===== config.mk =====
export PLATFORM = sky130hd
export DESIGN_NAME = rtc_rgs_mc_flat
export DESIGN_NICKNAME = d
export VERILOG_FILES = /design/src/rtl/rtc_rgs_mc_pkg.sv /design/src/rtl/rtc_rgs_mc_if.sv /design/src/rtl/rtc_pts_chan.sv /design/src/rtl/rtc_rgs_mc.sv /design/src/flat_wrapper.sv
export SDC_FILE = /design/constraint.sdc
export NUM_CORES = 1
export LEC_CHECK = 0
export BUFFER_PORTS_ARGS = -buffer_cell sky130_fd_sc_hd__buf_2
export CAP_MARGIN = 20
export CORE_AREA = 2 2 209 211
export CTS_CLUSTER_DIAMETER = 150
export DETAILED_ROUTE_END_ITERATION = 10
export DIE_AREA = 0 0 211 213
export GPL_ROUTABILITY_DRIVEN = 0
export PLACE_DENSITY_LB_ADDON = 0.25
export SLEW_MARGIN = 20
export SYNTH_ARGS = -nofsm -noshare
export SYNTH_HDL_FRONTEND = slang
export SYNTH_SLANG_ARGS = --single-unit

===== constraint.sdc =====
create_clock -name bus2ip_clk -period 5.27 [get_ports bus2ip_clk]
set_input_delay 1.581 -clock bus2ip_clk [delete_from_list [all_inputs] [get_ports bus2ip_clk]]
set_output_delay 1.581 -clock bus2ip_clk [all_outputs]
set_load 0.02 [all_outputs]

===== src/rtl/rtc_rgs_mc_pkg.sv =====
// rtc_rgs_mc_pkg: shared constants for the RTC register slice.
// Holds the default block base address, the register offset map, the
// timestamp field widths and a helper that splits an 80+16-bit time value
// into the three 32-bit words the bus sees.
package rtc_rgs_mc_pkg;

    localparam logic [23:0] RTC_BASE_ADDR = 24'h43C000;

    localparam int STD_W = 80;  // {sec[47:0], ns[31:0]}
    localparam int FNS_W = 16;  // fractional ns

    localparam logic [7:0] CTL_ADDR      = 8'h00;
    localparam logic [7:0] TICK_INC_ADDR = 8'h04;
    localparam logic [7:0] NS_OFST_ADDR  = 8'h08;
    localparam logic [7:0] SC_OFST0_ADDR = 8'h0C;
    localparam logic [7:0] SC_OFST1_ADDR = 8'h10;
    localparam logic [7:0] CUR_TM0_ADDR  = 8'h14;
    localparam logic [7:0] CUR_TM1_ADDR  = 8'h18;
    localparam logic [7:0] CUR_TM2_ADDR  = 8'h1C;
    localparam logic [7:0] PPS_W_ADDR    = 8'h20;
    localparam logic [7:0] PTS_STAT_ADDR = 8'h24;
    localparam logic [7:0] PTS_IEN_ADDR  = 8'h28;
    localparam logic [7:0] PTS_CH_BASE   = 8'h40;
    localparam logic [7:0] PTS_CH_STRIDE = 8'h10;

    // Bit positions of the overrun/new groups inside PTS_STAT.
    localparam int PTS_OVR_LSB = 16;
    localparam int PTS_NEW_LSB = 0;

    // word0 = std[79:48], word1 = std[47:16], word2 = {std[15:0], fns}
    function automatic logic [31:0] time_word(input logic [STD_W-1:0] std,
                                              input logic [FNS_W-1:0] fns,
                                              input logic [1:0]       sel);
        logic [31:0] w;
        w = '0;
        case (sel)
            2'd0:    w = std[79:48];
            2'd1:    w = std[47:16];
            2'd2:    w = {std[15:0], fns};
            default: w = '0;
        endcase
        return w;
    endfunction

endpackage


===== src/rtl/rtc_rgs_mc_if.sv =====
// rtc_rgs_mc_if: on-chip bus slave signals for the RTC register block.
//   bus2ip_addr_i  byte address (block base in [31:8], offset in [7:0])
//   bus2ip_data_i  write data
//   bus2ip_rd_ce_i one-cycle read strobe
//   bus2ip_wr_ce_i one-cycle write strobe
//   ip2bus_data_o  registered read data, valid the cycle after rd_ce
// Handshake: each strobe is a complete single-cycle access; there is no
// ready/backpressure, the slave always accepts and answers with a fixed
// one-cycle read latency.
interface rtc_rgs_mc_if;
    logic [31:0] bus2ip_addr_i;
    logic [31:0] bus2ip_data_i;
    logic        bus2ip_rd_ce_i;
    logic        bus2ip_wr_ce_i;
    logic [31:0] ip2bus_data_o;

    modport master (
        output bus2ip_addr_i, bus2ip_data_i, bus2ip_rd_ce_i, bus2ip_wr_ce_i,
        input  ip2bus_data_o
    );

    modport slave (
        input  bus2ip_addr_i, bus2ip_data_i, bus2ip_rd_ce_i, bus2ip_wr_ce_i,
        output ip2bus_data_o
    );
endinterface


===== src/rtl/rtc_pts_chan.sv =====
// rtc_pts_chan: one PPS timestamp capture channel.
//   clk, rst_n        clock, synchronous active-low reset
//   vld               one-cycle capture strobe
//   std_in, fns_in    timestamp presented with vld
//   clr_new, clr_ovr  write-1-to-clear requests for the status flags
//   std_q, fns_q      held timestamp
//   new_flag          a capture is held and not yet acknowledged
//   ovr_flag          a strobe arrived while new_flag was still set
module rtc_pts_chan
    import rtc_rgs_mc_pkg::*;
(
    input  logic             clk,
    input  logic             rst_n,
    input  logic             vld,
    input  logic [STD_W-1:0] std_in,
    input  logic [FNS_W-1:0] fns_in,
    input  logic             clr_new,
    input  logic             clr_ovr,
    output logic [STD_W-1:0] std_q,
    output logic [FNS_W-1:0] fns_q,
    output logic             new_flag,
    output logic             ovr_flag
);

    // A clear of new in the same cycle as a strobe frees the slot, so the
    // strobe captures rather than counting as an overrun.
    logic capture;
    logic ovr_evt;

    assign capture = vld & (~new_flag | clr_new);
    assign ovr_evt = vld & new_flag & ~clr_new;

    always_ff @(posedge clk) begin
        if (!rst_n) begin
            std_q    <= '0;
            fns_q    <= '0;
            new_flag <= 1'b0;
            ovr_flag <= 1'b0;
        end else begin
            if (capture) begin
                std_q <= std_in;
                fns_q <= fns_in;
            end
            if (vld)
                new_flag <= 1'b1;
            else if (clr_new)
                new_flag <= 1'b0;
            // A new overrun beats a simultaneous clear.
            if (ovr_evt)
                ovr_flag <= 1'b1;
            else if (clr_ovr)
                ovr_flag <= 1'b0;
        end
    end

endmodule


===== src/rtl/rtc_rgs_mc.sv =====
// rtc_rgs_mc: bus register interface of the RTC.
//   bus2ip_clk, bus2ip_rst_n  clock, synchronous active-low reset
//   bus                       bus slave (address/data/strobes/read data)
//   rtc_std_i, rtc_fns_i      live time from rtc_core, snapshotted on CUR_TM0 read
//   pts_std_i, pts_fns_i,
//   pts_vld_i                 per-channel PPS timestamps and capture strobes
//   tick_inc_o, ns_offset_o,
//   sc_offset_o, pps_width_o,
//   intxms_sel_o              static controls to rtc_core
//   offset_valid_o,
//   clear_rtc_o               self-clearing pulses, PULSE_CYCLES wide
//   irq_o                     level interrupt: any enabled channel has new data
module rtc_rgs_mc
    import rtc_rgs_mc_pkg::*;
#(
    parameter int          N_PTS        = 2,
    parameter logic [23:0] BASE_ADDR    = RTC_BASE_ADDR,
    parameter int          PULSE_CYCLES = 1
) (
    input  logic                     bus2ip_clk,
    input  logic                     bus2ip_rst_n,
    rtc_rgs_mc_if.slave              bus,
    input  logic [STD_W-1:0]         rtc_std_i,
    input  logic [FNS_W-1:0]         rtc_fns_i,
    input  logic [STD_W*N_PTS-1:0]   pts_std_i,
    input  logic [FNS_W*N_PTS-1:0]   pts_fns_i,
    input  logic [N_PTS-1:0]         pts_vld_i,
    output logic [31:0]              tick_inc_o,
    output logic [31:0]              ns_offset_o,
    output logic [47:0]              sc_offset_o,
    output logic                     offset_valid_o,
    output logic                     clear_rtc_o,
    output logic [31:0]              pps_width_o,
    output logic                     intxms_sel_o,
    output logic                     irq_o
);

    logic [7:0]       ofs;
    logic             hit;
    logic             wr;
    logic             rd;
    logic [7:0]       ch_rel;
    logic [3:0]       ch_idx;
    logic             ch_word_ok;

    logic [3:0]       ofs_cnt;
    logic [3:0]       clr_cnt;
    logic [STD_W-1:0] shadow_std;
    logic [FNS_W-1:0] shadow_fns;
    logic [N_PTS-1:0] ien;
    logic [N_PTS-1:0] new_vec;
    logic [N_PTS-1:0] ovr_vec;
    logic [N_PTS-1:0] clr_new;
    logic [N_PTS-1:0] clr_ovr;
    logic [STD_W-1:0] ch_std [N_PTS];
    logic [FNS_W-1:0] ch_fns [N_PTS];
    logic [31:0]      rd_data;

    assign ofs = bus.bus2ip_addr_i[7:0];
    assign hit = (bus.bus2ip_addr_i[31:8] == BASE_ADDR);
    assign wr  = hit & bus.bus2ip_wr_ce_i;
    assign rd  = hit & bus.bus2ip_rd_ce_i;

    // Channel window: 16-byte stride above PTS_CH_BASE, words at +0/+4/+8.
    assign ch_rel     = ofs - PTS_CH_BASE;
    assign ch_idx     = ch_rel[7:4];
    assign ch_word_ok = (ofs >= PTS_CH_BASE) && (ch_rel[1:0] == 2'b00) &&
                        (ch_rel[3:2] != 2'b11);

    assign offset_valid_o = (ofs_cnt != 4'd0);
    assign clear_rtc_o    = (clr_cnt != 4'd0);

    assign clr_new = (wr && ofs == PTS_STAT_ADDR) ?
                     bus.bus2ip_data_i[PTS_NEW_LSB +: N_PTS] : '0;
    assign clr_ovr = (wr && ofs == PTS_STAT_ADDR) ?
                     bus.bus2ip_data_i[PTS_OVR_LSB +: N_PTS] : '0;

    for (genvar g = 0; g < N_PTS; g++) begin : g_chan
        rtc_pts_chan u_chan (
            .clk      (bus2ip_clk),
            .rst_n    (bus2ip_rst_n),
            .vld      (pts_vld_i[g]),
            .std_in   (pts_std_i[STD_W*g +: STD_W]),
            .fns_in   (pts_fns_i[FNS_W*g +: FNS_W]),
            .clr_new  (clr_new[g]),
            .clr_ovr  (clr_ovr[g]),
            .std_q    (ch_std[g]),
            .fns_q    (ch_fns[g]),
            .new_flag (new_vec[g]),
            .ovr_flag (ovr_vec[g])
        );
    end

    always_comb begin
        rd_data = '0;
        case (ofs)
            CTL_ADDR:      rd_data = {29'd0, intxms_sel_o, clear_rtc_o, offset_valid_o};
            TICK_INC_ADDR: rd_data = tick_inc_o;
            NS_OFST_ADDR:  rd_data = ns_offset_o;
            SC_OFST0_ADDR: rd_data = sc_offset_o[47:16];
            SC_OFST1_ADDR: rd_data = {16'd0, sc_offset_o[15:0]};
            CUR_TM0_ADDR:  rd_data = rtc_std_i[79:48];
            CUR_TM1_ADDR:  rd_data = time_word(shadow_std, shadow_fns, 2'd1);
            CUR_TM2_ADDR:  rd_data = time_word(shadow_std, shadow_fns, 2'd2);
            PPS_W_ADDR:    rd_data = pps_width_o;
            PTS_STAT_ADDR: rd_data = (32'(ovr_vec) << PTS_OVR_LSB) |
                                     (32'(new_vec) << PTS_NEW_LSB);
            PTS_IEN_ADDR:  rd_data = 32'(ien);
            default: begin
                for (int c = 0; c < N_PTS; c++) begin
                    if (ch_word_ok && ch_idx == 4'(c))
                        rd_data = time_word(ch_std[c], ch_fns[c], ch_rel[3:2]);
                end
            end
        endcase
    end

    always_ff @(posedge bus2ip_clk) begin
        if (!bus2ip_rst_n) begin
            tick_inc_o    <= '0;
            ns_offset_o   <= '0;
            sc_offset_o   <= '0;
            pps_width_o   <= '0;
            intxms_sel_o  <= 1'b0;
            ien           <= '0;
            shadow_std    <= '0;
            shadow_fns    <= '0;
            bus.ip2bus_data_o <= '0;
            irq_o         <= 1'b0;
        end else begin
            if (wr) begin
                case (ofs)
                    CTL_ADDR:      intxms_sel_o        <= bus.bus2ip_data_i[2];
                    TICK_INC_ADDR: tick_inc_o          <= bus.bus2ip_data_i;
                    NS_OFST_ADDR:  ns_offset_o         <= bus.bus2ip_data_i;
                    SC_OFST0_ADDR: sc_offset_o[47:16]  <= bus.bus2ip_data_i;
                    SC_OFST1_ADDR: sc_offset_o[15:0]   <= bus.bus2ip_data_i[15:0];
                    PPS_W_ADDR:    pps_width_o         <= bus.bus2ip_data_i;
                    PTS_IEN_ADDR:  ien                 <= bus.bus2ip_data_i[N_PTS-1:0];
                    default: ;
                endcase
            end
            // Reading the top word freezes the rest of the time value so the
            // following word reads are coherent with it.
            if (rd && ofs == CUR_TM0_ADDR) begin
                shadow_std <= rtc_std_i;
                shadow_fns <= rtc_fns_i;
            end
            if (bus.bus2ip_rd_ce_i)
                bus.ip2bus_data_o <= hit ? rd_data : 32'd0;
            irq_o <= |(new_vec & ien);
        end
    end

    // Pulse counters: loading while non-zero restarts the count, which is
    // how a re-write stretches an active pulse.
    always_ff @(posedge bus2ip_clk) begin
        if (!bus2ip_rst_n) begin
            ofs_cnt <= '0;
            clr_cnt <= '0;
        end else begin
            if (wr && ofs == CTL_ADDR && bus.bus2ip_data_i[0])
                ofs_cnt <= 4'(PULSE_CYCLES);
            else if (ofs_cnt != 4'd0)
                ofs_cnt <= ofs_cnt - 4'd1;
            if (wr && ofs == CTL_ADDR && bus.bus2ip_data_i[1])
                clr_cnt <= 4'(PULSE_CYCLES);
            else if (clr_cnt != 4'd0)
                clr_cnt <= clr_cnt - 4'd1;
        end
    end

endmodule


===== src/flat_wrapper.sv =====
// flat-port wrapper written by rule: the top's interface ports become plain ports
module rtc_rgs_mc_flat import rtc_rgs_mc_pkg::*;
#(
    parameter int          N_PTS        = 2,
    parameter logic [23:0] BASE_ADDR    = RTC_BASE_ADDR,
    parameter int          PULSE_CYCLES = 1
)
  (bus2ip_clk, bus2ip_rst_n, rtc_std_i, rtc_fns_i, pts_std_i, pts_fns_i, pts_vld_i, tick_inc_o, ns_offset_o, sc_offset_o, offset_valid_o, clear_rtc_o, pps_width_o, intxms_sel_o, irq_o, bus_bus2ip_addr_i, bus_bus2ip_data_i, bus_bus2ip_rd_ce_i, bus_bus2ip_wr_ce_i, bus_ip2bus_data_o);
  rtc_rgs_mc_if bus_i ();
  input  logic bus2ip_clk;
  input  logic bus2ip_rst_n;
  input  logic [STD_W-1:0] rtc_std_i;
  input  logic [FNS_W-1:0] rtc_fns_i;
  input  logic [STD_W*N_PTS-1:0] pts_std_i;
  input  logic [FNS_W*N_PTS-1:0] pts_fns_i;
  input  logic [N_PTS-1:0] pts_vld_i;
  output logic [31:0] tick_inc_o;
  output logic [31:0] ns_offset_o;
  output logic [47:0] sc_offset_o;
  output logic offset_valid_o;
  output logic clear_rtc_o;
  output logic [31:0] pps_width_o;
  output logic intxms_sel_o;
  output logic irq_o;
  input wire logic [$bits(bus_i.bus2ip_addr_i)-1:0] bus_bus2ip_addr_i;
  input wire logic [$bits(bus_i.bus2ip_data_i)-1:0] bus_bus2ip_data_i;
  input wire logic [$bits(bus_i.bus2ip_rd_ce_i)-1:0] bus_bus2ip_rd_ce_i;
  input wire logic [$bits(bus_i.bus2ip_wr_ce_i)-1:0] bus_bus2ip_wr_ce_i;
  output wire logic [$bits(bus_i.ip2bus_data_o)-1:0] bus_ip2bus_data_o;
  assign bus_i.bus2ip_addr_i = bus_bus2ip_addr_i;
  assign bus_i.bus2ip_data_i = bus_bus2ip_data_i;
  assign bus_i.bus2ip_rd_ce_i = bus_bus2ip_rd_ce_i;
  assign bus_i.bus2ip_wr_ce_i = bus_bus2ip_wr_ce_i;
  assign bus_ip2bus_data_o = bus_i.ip2bus_data_o;
  rtc_rgs_mc #(.N_PTS(N_PTS), .BASE_ADDR(BASE_ADDR), .PULSE_CYCLES(PULSE_CYCLES)) u_core (.bus2ip_clk(bus2ip_clk), .bus2ip_rst_n(bus2ip_rst_n), .bus(bus_i), .rtc_std_i(rtc_std_i), .rtc_fns_i(rtc_fns_i), .pts_std_i(pts_std_i), .pts_fns_i(pts_fns_i), .pts_vld_i(pts_vld_i), .tick_inc_o(tick_inc_o), .ns_offset_o(ns_offset_o), .sc_offset_o(sc_offset_o), .offset_valid_o(offset_valid_o), .clear_rtc_o(clear_rtc_o), .pps_width_o(pps_width_o), .intxms_sel_o(intxms_sel_o), .irq_o(irq_o));
endmodule

==> summary.md, run 1 <==
| Metric | Value |
|---|---|
| Vias in the first global route | 18600 |
| First-pass GRT wire length | 114 mm |
| Synth async-reset ratio | 0% |
| Multi-input logic area | 9850 sq um |
| Final Hold Fails | 0 |
| Net count after synthesis | 2868 |
| Status | completed |
| Post-Syn Area per Cell | 7.92 sq um |
| Post-synth EDFFs | 0 |
| Yosys warns | 0 |
| Period utilization | 68.4% |
| WS Path Type | flip-flop to output port |
| Congestion Overflow GR | 0 |
| Post-CTS Setup Inserts | 0 |
| Netlist cell types | 64 |
| Final Skew | 0.0178 ns |
| Leakage power | 0.00979 uW |
| Startpoint class of the critical path | flip-flop |
| Final min period | 3.60 ns |
| All-Layer GR Usage | 33.5% |
| Layout cell share with drive strength beyond 1 | 24.2% |
| Port bufs | 537 |
| Commonest cells after routing, fill and taps aside | nand2_1, buf_2, dfxtp_1 |
| Final setup fails | 0 |
| Boundary Pins | 538 |
| Post-cts resize count | 0 |
| FF+latch area | 8970 sq um |
| Rel. slew slack | 28.9% |
| Pre-CTS setup slack | 1.14 ns |
| Chip width | 211 microns |
| Synth Instances | 2506 |
| Die span in y | 213 microns |
| DRC viols | 0 |
| Met3 WL | 7.70 mm |
| Initial Util | 46.5% |
| Total Wirelength | 78.4 mm |
| Num CTS Buffers | 48 |
| Crit end category | output port |
| CP Data Arrival Time | 2.02 ns |
| Setup TNS | 0 ns |
| Slew @ Worst Pin | 1.07 ns |
| Initial antenna violation count | 24 |
| DR top layer | met5 |
| Seq/Total Area, Yosys | 45.2% |
| Filler cells | 3963 |
| Clk Latency, worst-skew pair | 0.59 ns |
| Core area | 42700 sq um |
| Worst VDD drop | 0.000189 V |
| CTS tree | built |
| Synthesized flop and latch total | 448 |
| Routed wire length per instance | 22.4 microns |
| Mapped Area | 19800 sq um |
| Max Cap Viol | 0 |
| Std-Cell Rows | 76 |
| Leading register cell type out of synthesis | dfxtp_1 |
| Num Clock Sinks | 448 |
| H-tree levels | 2 |
| Post-CTS Hold Buffers | 0 |
| Most common cell after layout, fill and taps aside | nand2_1 |
| Max frequency | 277 MHz |
| HP Class | flip-flop to flip-flop |
| Starting DRT DRC Count | 2475 |
| RSZ-0062 raised after global routing | false |
| Final WS setup | 1.67 ns |
| DP HPWL | 57.6 mm |
| Via Count | 20400 |
| Worst-path fanout max | 5 |
| Power per cell area | 328 nW/um^2 |
| Max Slew Vio Count | 0 |
| Met1 WL | 31.4 mm |
| WL met2 | 35.5 mm |
| ANT nets after route | 0 |
| Root buf cell | clkbuf_16 |
| Worst EP required | 3.69 ns |
| Largest net degree at the start of global routing | 249 |
| # nets final | 3256 |
| Synthesis-to-finish area growth | 22.6% |
| Max clock buf depth | 3 |
| Vias per cell | 5.83 |
| Die ar. | 44900 sq um |
| Drt pass-1 iters | 7 |
| Worst-path clk slew | 0.06 ns |
==> path summary, 6_finish.rpt <==
check                                          start                                       end  slack (ns)  cells after the start
setup / recovery      u_core.ofs_cnt[0]$_SDFFE_PN0P_                            offset_valid_o        1.67                      5
hold / removal    u_core.shadow_fns[13]$_SDFFE_PN0P_        u_core.shadow_fns[13]$_SDFFE_PN0P_        0.45                      2
setup reg to reg      u_core.clr_cnt[0]$_SDFFE_PN0P_  u_core.bus.ip2bus_data_o[1]$_SDFFE_PN0P_        2.74                      8
hold reg to reg   u_core.shadow_fns[13]$_SDFFE_PN0P_        u_core.shadow_fns[13]$_SDFFE_PN0P_        0.45                      2
==> cells by family (layout without fill, tap and decap cells) <==
kind of cell               after synthesis  in the layout  synth area share (%)
other                                    0             24                     0
and+or+nand+nor                       1009           1009                  22.4
muxes                                  114            114                  6.24
AOI/OAI and AO/OA                      683            683                  20.2
DFF                                    448            448                  45.2
xor gates and xnor gates                 4              4                 0.177
adders and majority gates                4              4                 0.252
buffers and inverters                  244            669                  5.60
==> cells in the mapped netlist (3+ instances only) <==
master / instances / area (sq um)
buf_4: 9 / 67.6
nor2_1: 59 / 221
dfxtp_1: 448 / 8970
a221o_1: 29 / 290
and3_1: 7 / 43.8
a2bb2oi_1: 5 / 43.8
or3_1: 4 / 25.0
a21oi_1: 256 / 1280
a222oi_1: 7 / 70.1
a211o_1: 4 / 35.0
o22a_1: 3 / 26.3
mux4_2: 4 / 90.1
buf_6: 12 / 135
nor4_2: 3 / 37.5
nor4b_1: 3 / 26.3
clkbuf_1: 139 / 522
o22ai_1: 46 / 288
nand2_1: 647 / 2430
or4_1: 3 / 22.5
buf_1: 16 / 60.1
nor4_1: 5 / 31.3
and4_1: 10 / 87.6
nand3_1: 198 / 991
a22oi_1: 57 / 428
o21ai_1: 12 / 60.1
nor3_1: 9 / 45.0
ha_1: 4 / 50.1
a22o_1: 8 / 70.1
nand4_1: 12 / 75.1
a31oi_1: 5 / 31.3
o21ai_0: 213 / 1070
mux2i_1: 73 / 731
a211oi_1: 20 / 150
a21o_1: 3 / 22.5
a32o_1: 4 / 40.0
and2_1: 3 / 18.8
nor2b_1: 31 / 194
buf_2: 57 / 285
inv_1: 10 / 37.5
mux2_2: 37 / 417
==> cell type report <==
type,count,share of cell area [%]
clock inverters,18,1.25
clock buffers,69,5.68
well taps,546,2.81
repair buffers,571,12.4
inverters,11,0.190
flip-flops and latches,448,36.9
multi-input cells,1814,40.5
diodes,24,0.247
==> where the power goes <==
part | internal, uW | switching, uW
Combinational | 296 | 484
Sequential | 3500 | 66.7
Clock | 2210 | 1420
Total | 6010 | 1970
==> routing by layer <==
metal	global-route usage, %	vias up
met3	7.02	171
met4	17.4	6
met1	43.6	9523
met5	0	-
met2	52.4	1148
li1	-	9573
==> critical path, cell delays in order, from the launching register on <==
cell and delay [ns]:
dfxtp_1 0.31, inv_1 0.11, ha_1 0.18, nor3b_1 0.54
inv_1 0.11, buf_2 0.19
==> through the flow <==
step	power [uW]	hold slack [ns]	cells	utilization [%]	area (sq um)
after floorplan	4090	0.427	2506	-	19800
after global placement	4390	0.436	3390	52.9	22600
after detailed placement	4420	0.444	3390	52.9	22600
after CTS	8020	0.451	3477	56.8	24300
after global routing	8230	0.469	3496	56.9	24300
final	7990	0.452	3501	57.0	24300
==> registers in the layout (all words and copies together) (netlist names) <==
register,flops
u_core.g_chan.u_chan.fns_q,32
u_core.ns_offset_o,32
u_core.shadow_std,48
u_core.ien,2
u_core.bus.ip2bus_data_o,32
u_core.clr_cnt,4
u_core.g_chan.u_chan.new_flag,2
u_core.intxms_sel_o,1
u_core.pps_width_o,32
u_core.shadow_fns,16
u_core.tick_inc_o,32
u_core.g_chan.u_chan.ovr_flag,2
u_core.g_chan.u_chan.std_q,160
u_core.ofs_cnt,4
u_core.irq_o,1
u_core.sc_offset_o,48
No activity file was read; power rests on OpenSTA's default activity.
==> run 2: changes to the inputs <==
==> constraint.sdc (replaced) <==
create_clock -name bus2ip_clk -period 3.65 [get_ports bus2ip_clk]
set_input_delay 1.095 -clock bus2ip_clk [delete_from_list [all_inputs] [get_ports bus2ip_clk]]
set_output_delay 1.095 -clock bus2ip_clk [all_outputs]
set_load 0.02 [all_outputs]
==> run 2 against run 1 <==
Net effect:
- clock power rose by 49%
- non-clock buffer count grew 22
- wire length grew 2.1%
- worst setup slack worse by 1.2 ns
- global-route usage is 0.69 points higher
- clock skew is 0.0026 ns higher
- worst hold slack better by 0.0015 ns
==> summary.md, run 2 (same netlist as run 1, synthesis figures left out) <==
| Metric | Value |
|---|---|
| CP max-delay cell | a2111oi_0 |
| Crit-path cells | buf_2, nor2_1, nand2_1, nor3_1, a2111oi_0, o22ai_1 |
| Num Clock Sinks | 448 (unchanged) |
| HP Class | flip-flop to flip-flop |
| Filler cells | 3964 (+0.025%) |
| Hold path depth | 2 (unchanged) |
| Final WS setup | 0.512 ns (-1.15 ns) |
| Worst EP required | 4.04 ns (+0.35 ns) |
| Clk Latency, worst-skew pair | 0.58 ns (about the same) |
| Final Hold Fails | 0 (unchanged) |
| Crit end category | flip-flop |
| Worst-path clk slew | 0.06 ns (about the same) |
| Final Skew | 0.0204 ns (+0.00263 ns) |
| Std-Cell Rows | 76 (unchanged) |
| Cells on worst reg2reg path | 8 (unchanged) |
| Min-Delay Startpoint | u_core.shadow_std[38]$_SDFFE_PN0P_ |
| CP Data Arrival Time | 3.53 ns (+1.51 ns) |
| Num CTS Buffers | 47 (-2.1%) |
| Startpoint class of the critical path | input pin |
| Reg-to-reg critical path endpoint | u_core.bus.ip2bus_data_o[1]$_SDFFE_PN0P_ |
| Kind of cell adding the most delay to the critical path | compound AO/OA/AOI/OAI gates |
| # nets final | 3277 (+0.64%) |
| Largest registers | u_core.g_chan.u_chan.std_q (160), u_core.sc_offset_o (48), u_core.shadow_std (48) |
| Multi-input logic area | 9850 sq um (about the same) |
| Rel. slew slack | 19.1% (-9.8 points) |
| Commonest cells after routing, fill and taps aside | nand2_1, buf_2, dfxtp_1 |
| Vias in the first global route | 18800 (+1.5%) |
| Root buf cell | clkbuf_16 |
| Vias per cell | 5.87 (+0.65%) |
| Die span in y | 213 microns (unchanged) |
| R2R Path Start | u_core.clr_cnt[0]$_SDFFE_PN0P_ |
| Slew @ Worst Pin | 1.18 ns (+0.116 ns) |
| H-tree levels | 2 (unchanged) |
| Flop2flop setup slack | 1.31 ns (-1.43 ns) |
| Routed wire length per instance | 22.8 microns (+1.8%) |
| Max Slew Vio Count | 0 (unchanged) |
| Critical path's largest stage delay | 1.03 ns (+0.49 ns) |
| Register name with the most flops | u_core.g_chan.u_chan.std_q |
| DRC viols | 0 (unchanged) |
| WS Path Type | input pin to flip-flop |
| Status | completed |
| Worst VDD drop | 0.000304 V (+61%) |
| Drt pass-1 iters | 6 (-1) |
| Worst-path fanout max | 17 (+12) |
| Final min period | 3.14 ns |
| Leakage power | 0.00995 uW (+1.6%) |
| Post-CTS Hold Buffers | 0 (unchanged) |
| ANT nets after route | 0 (unchanged) |
| Die ar. | 44900 sq um (unchanged) |
| Final Non-Filler Cells | 3514 (+0.37%) |
| Total Wirelength | 80.1 mm (+2.1%) |
| Max frequency | 319 MHz |
| Post-cts resize count | 0 (unchanged) |
| Boundary Pins | 538 (unchanged) |
| Placed Instances | 3412 (+0.65%) |
| WP buf/inv | 1 (-2) |
| All-Layer GR Usage | 34.2% (+0.69 points) |
| Final setup fails | 0 (unchanged) |
| Post-CTS Setup Inserts | 0 (unchanged) |
| Period utilization | 86.0% |
| Core area | 42700 sq um (unchanged) |
| Max clock buf depth | 3 (unchanged) |
| DP HPWL | 59.5 mm (+3.3%) |
| Power per cell area | 476 nW/um^2 (+45%) |
| Initial antenna violation count | 17 (-29%) |
| Chip width | 211 microns (unchanged) |
| Max reg flops | 160 (unchanged) |
| Sink of the worst hold path | u_core.shadow_std[38]$_SDFFE_PN0P_ |
| Starting DRT DRC Count | 2041 (-18%) |
| Layout cell share with drive strength beyond 1 | 24.9% (+0.76 points) |
| RSZ-0062 raised after global routing | false |
| First-pass GRT wire length | 116 mm (+2.1%) |
| Largest net degree at the start of global routing | 193 (-22%) |
| Pre-CTS setup slack | 0.121 ns (-1.02 ns) |
| Port bufs | 537 (unchanged) |
| Via Count | 20600 (+1.0%) |
| Setup TNS | 0 ns (unchanged) |
| Most common cell after layout, fill and taps aside | nand2_1 |
| Synthesis-to-finish area growth | 23.9% |
| Congestion Overflow GR | 0 (unchanged) |
| CTS tree | built |
| Initial Util | 46.5% (unchanged) |
| Max Cap Viol | 0 (unchanged) |
| FF+latch area | 8970 sq um (unchanged) |
==> run 2: cell types whose count changed in the layout (fill, tap and decap cells not counted), sizes merged <==
cell      before  now
inv           14   11
clkbuf        69   66
buf          571  593
clkinvlp       1    3
bufinv         8    9
diode         24   18
==> run 2: metrics by stage <==
step / power [uW] / hold WS [ns] / area (sq um) / utilization (%)
after floorplan: 5900 / 0.427 / 19800 / -
after global placement: 6360 / 0.436 / 22800 / 53.4
after detailed placement: 6400 / 0.442 / 22800 / 53.4
after CTS: 11700 / 0.450 / 24500 / 57.5
after global routing: 12100 / 0.469 / 24600 / 57.6
final: 11700 / 0.454 / 24600 / 57.6
==> run 2: worst max-delay path by stage <==
stage | start | end | cells past startpoint
6_report | bus_bus2ip_addr_i[1] | u_core.bus.ip2bus_data_o[10]$_SDFFE_PN0P_ | 6
3_3_place_gp | bus_bus2ip_addr_i[1] | u_core.bus.ip2bus_data_o[10]$_SDFFE_PN0P_ | 6
3_5_place_dp | bus_bus2ip_addr_i[1] | u_core.bus.ip2bus_data_o[10]$_SDFFE_PN0P_ | 6
2_1_floorplan | bus_bus2ip_addr_i[1] | u_core.shadow_std[10]$_SDFFE_PN0P_ | 9
5_1_grt | u_core.ofs_cnt[0]$_SDFFE_PN0P_ | offset_valid_o | 5
4_1_cts | u_core.ofs_cnt[0]$_SDFFE_PN0P_ | offset_valid_o | 5
==> run 2: where the power goes <==
group | total (uW) | internal [uW] | switching, uW
logic | 1150 | 437 | 713
clock network | 5400 | 3340 | 2060
registers | 5160 | 5060 | 96.7
total | 11700 | 8840 | 2870
==> run 2: worst register-to-register path: cells and delay by family (launching register included) <==
| family | cells | cell delay (ns) |
|---|---|---|
| flops | 1 | 0.30 |
| fa+ha+maj | 1 | 0.18 |
| compound gates | 3 | 0.92 |
| buf+inv | 2 | 0.26 |
| simple gates | 2 | 0.54 |
==> run 2: layout make-up <==
| class | count | area share [%] |
|---|---|---|
| Clock inverter | 18 | 1.31 |
| Inverter | 11 | 0.188 |
| Timing Repair Buffer | 593 | 13.2 |
| Multi-Input combinational cell | 1814 | 40.1 |
| Clock buffer | 66 | 5.78 |
| Tap cell | 546 | 2.78 |
| Sequential cell | 448 | 36.5 |
| Antenna cell | 18 | 0.183 |
==> run 2: metal layers <==
metal	global-route usage, %	part of all wire [%]	up-vias
li1	-	-	9579
met1	44.2	40	9716
met2	54.0	45	1133
met3	6.15	9.2	200
met4	19.1	5.6	2
met5	0	0.020	-
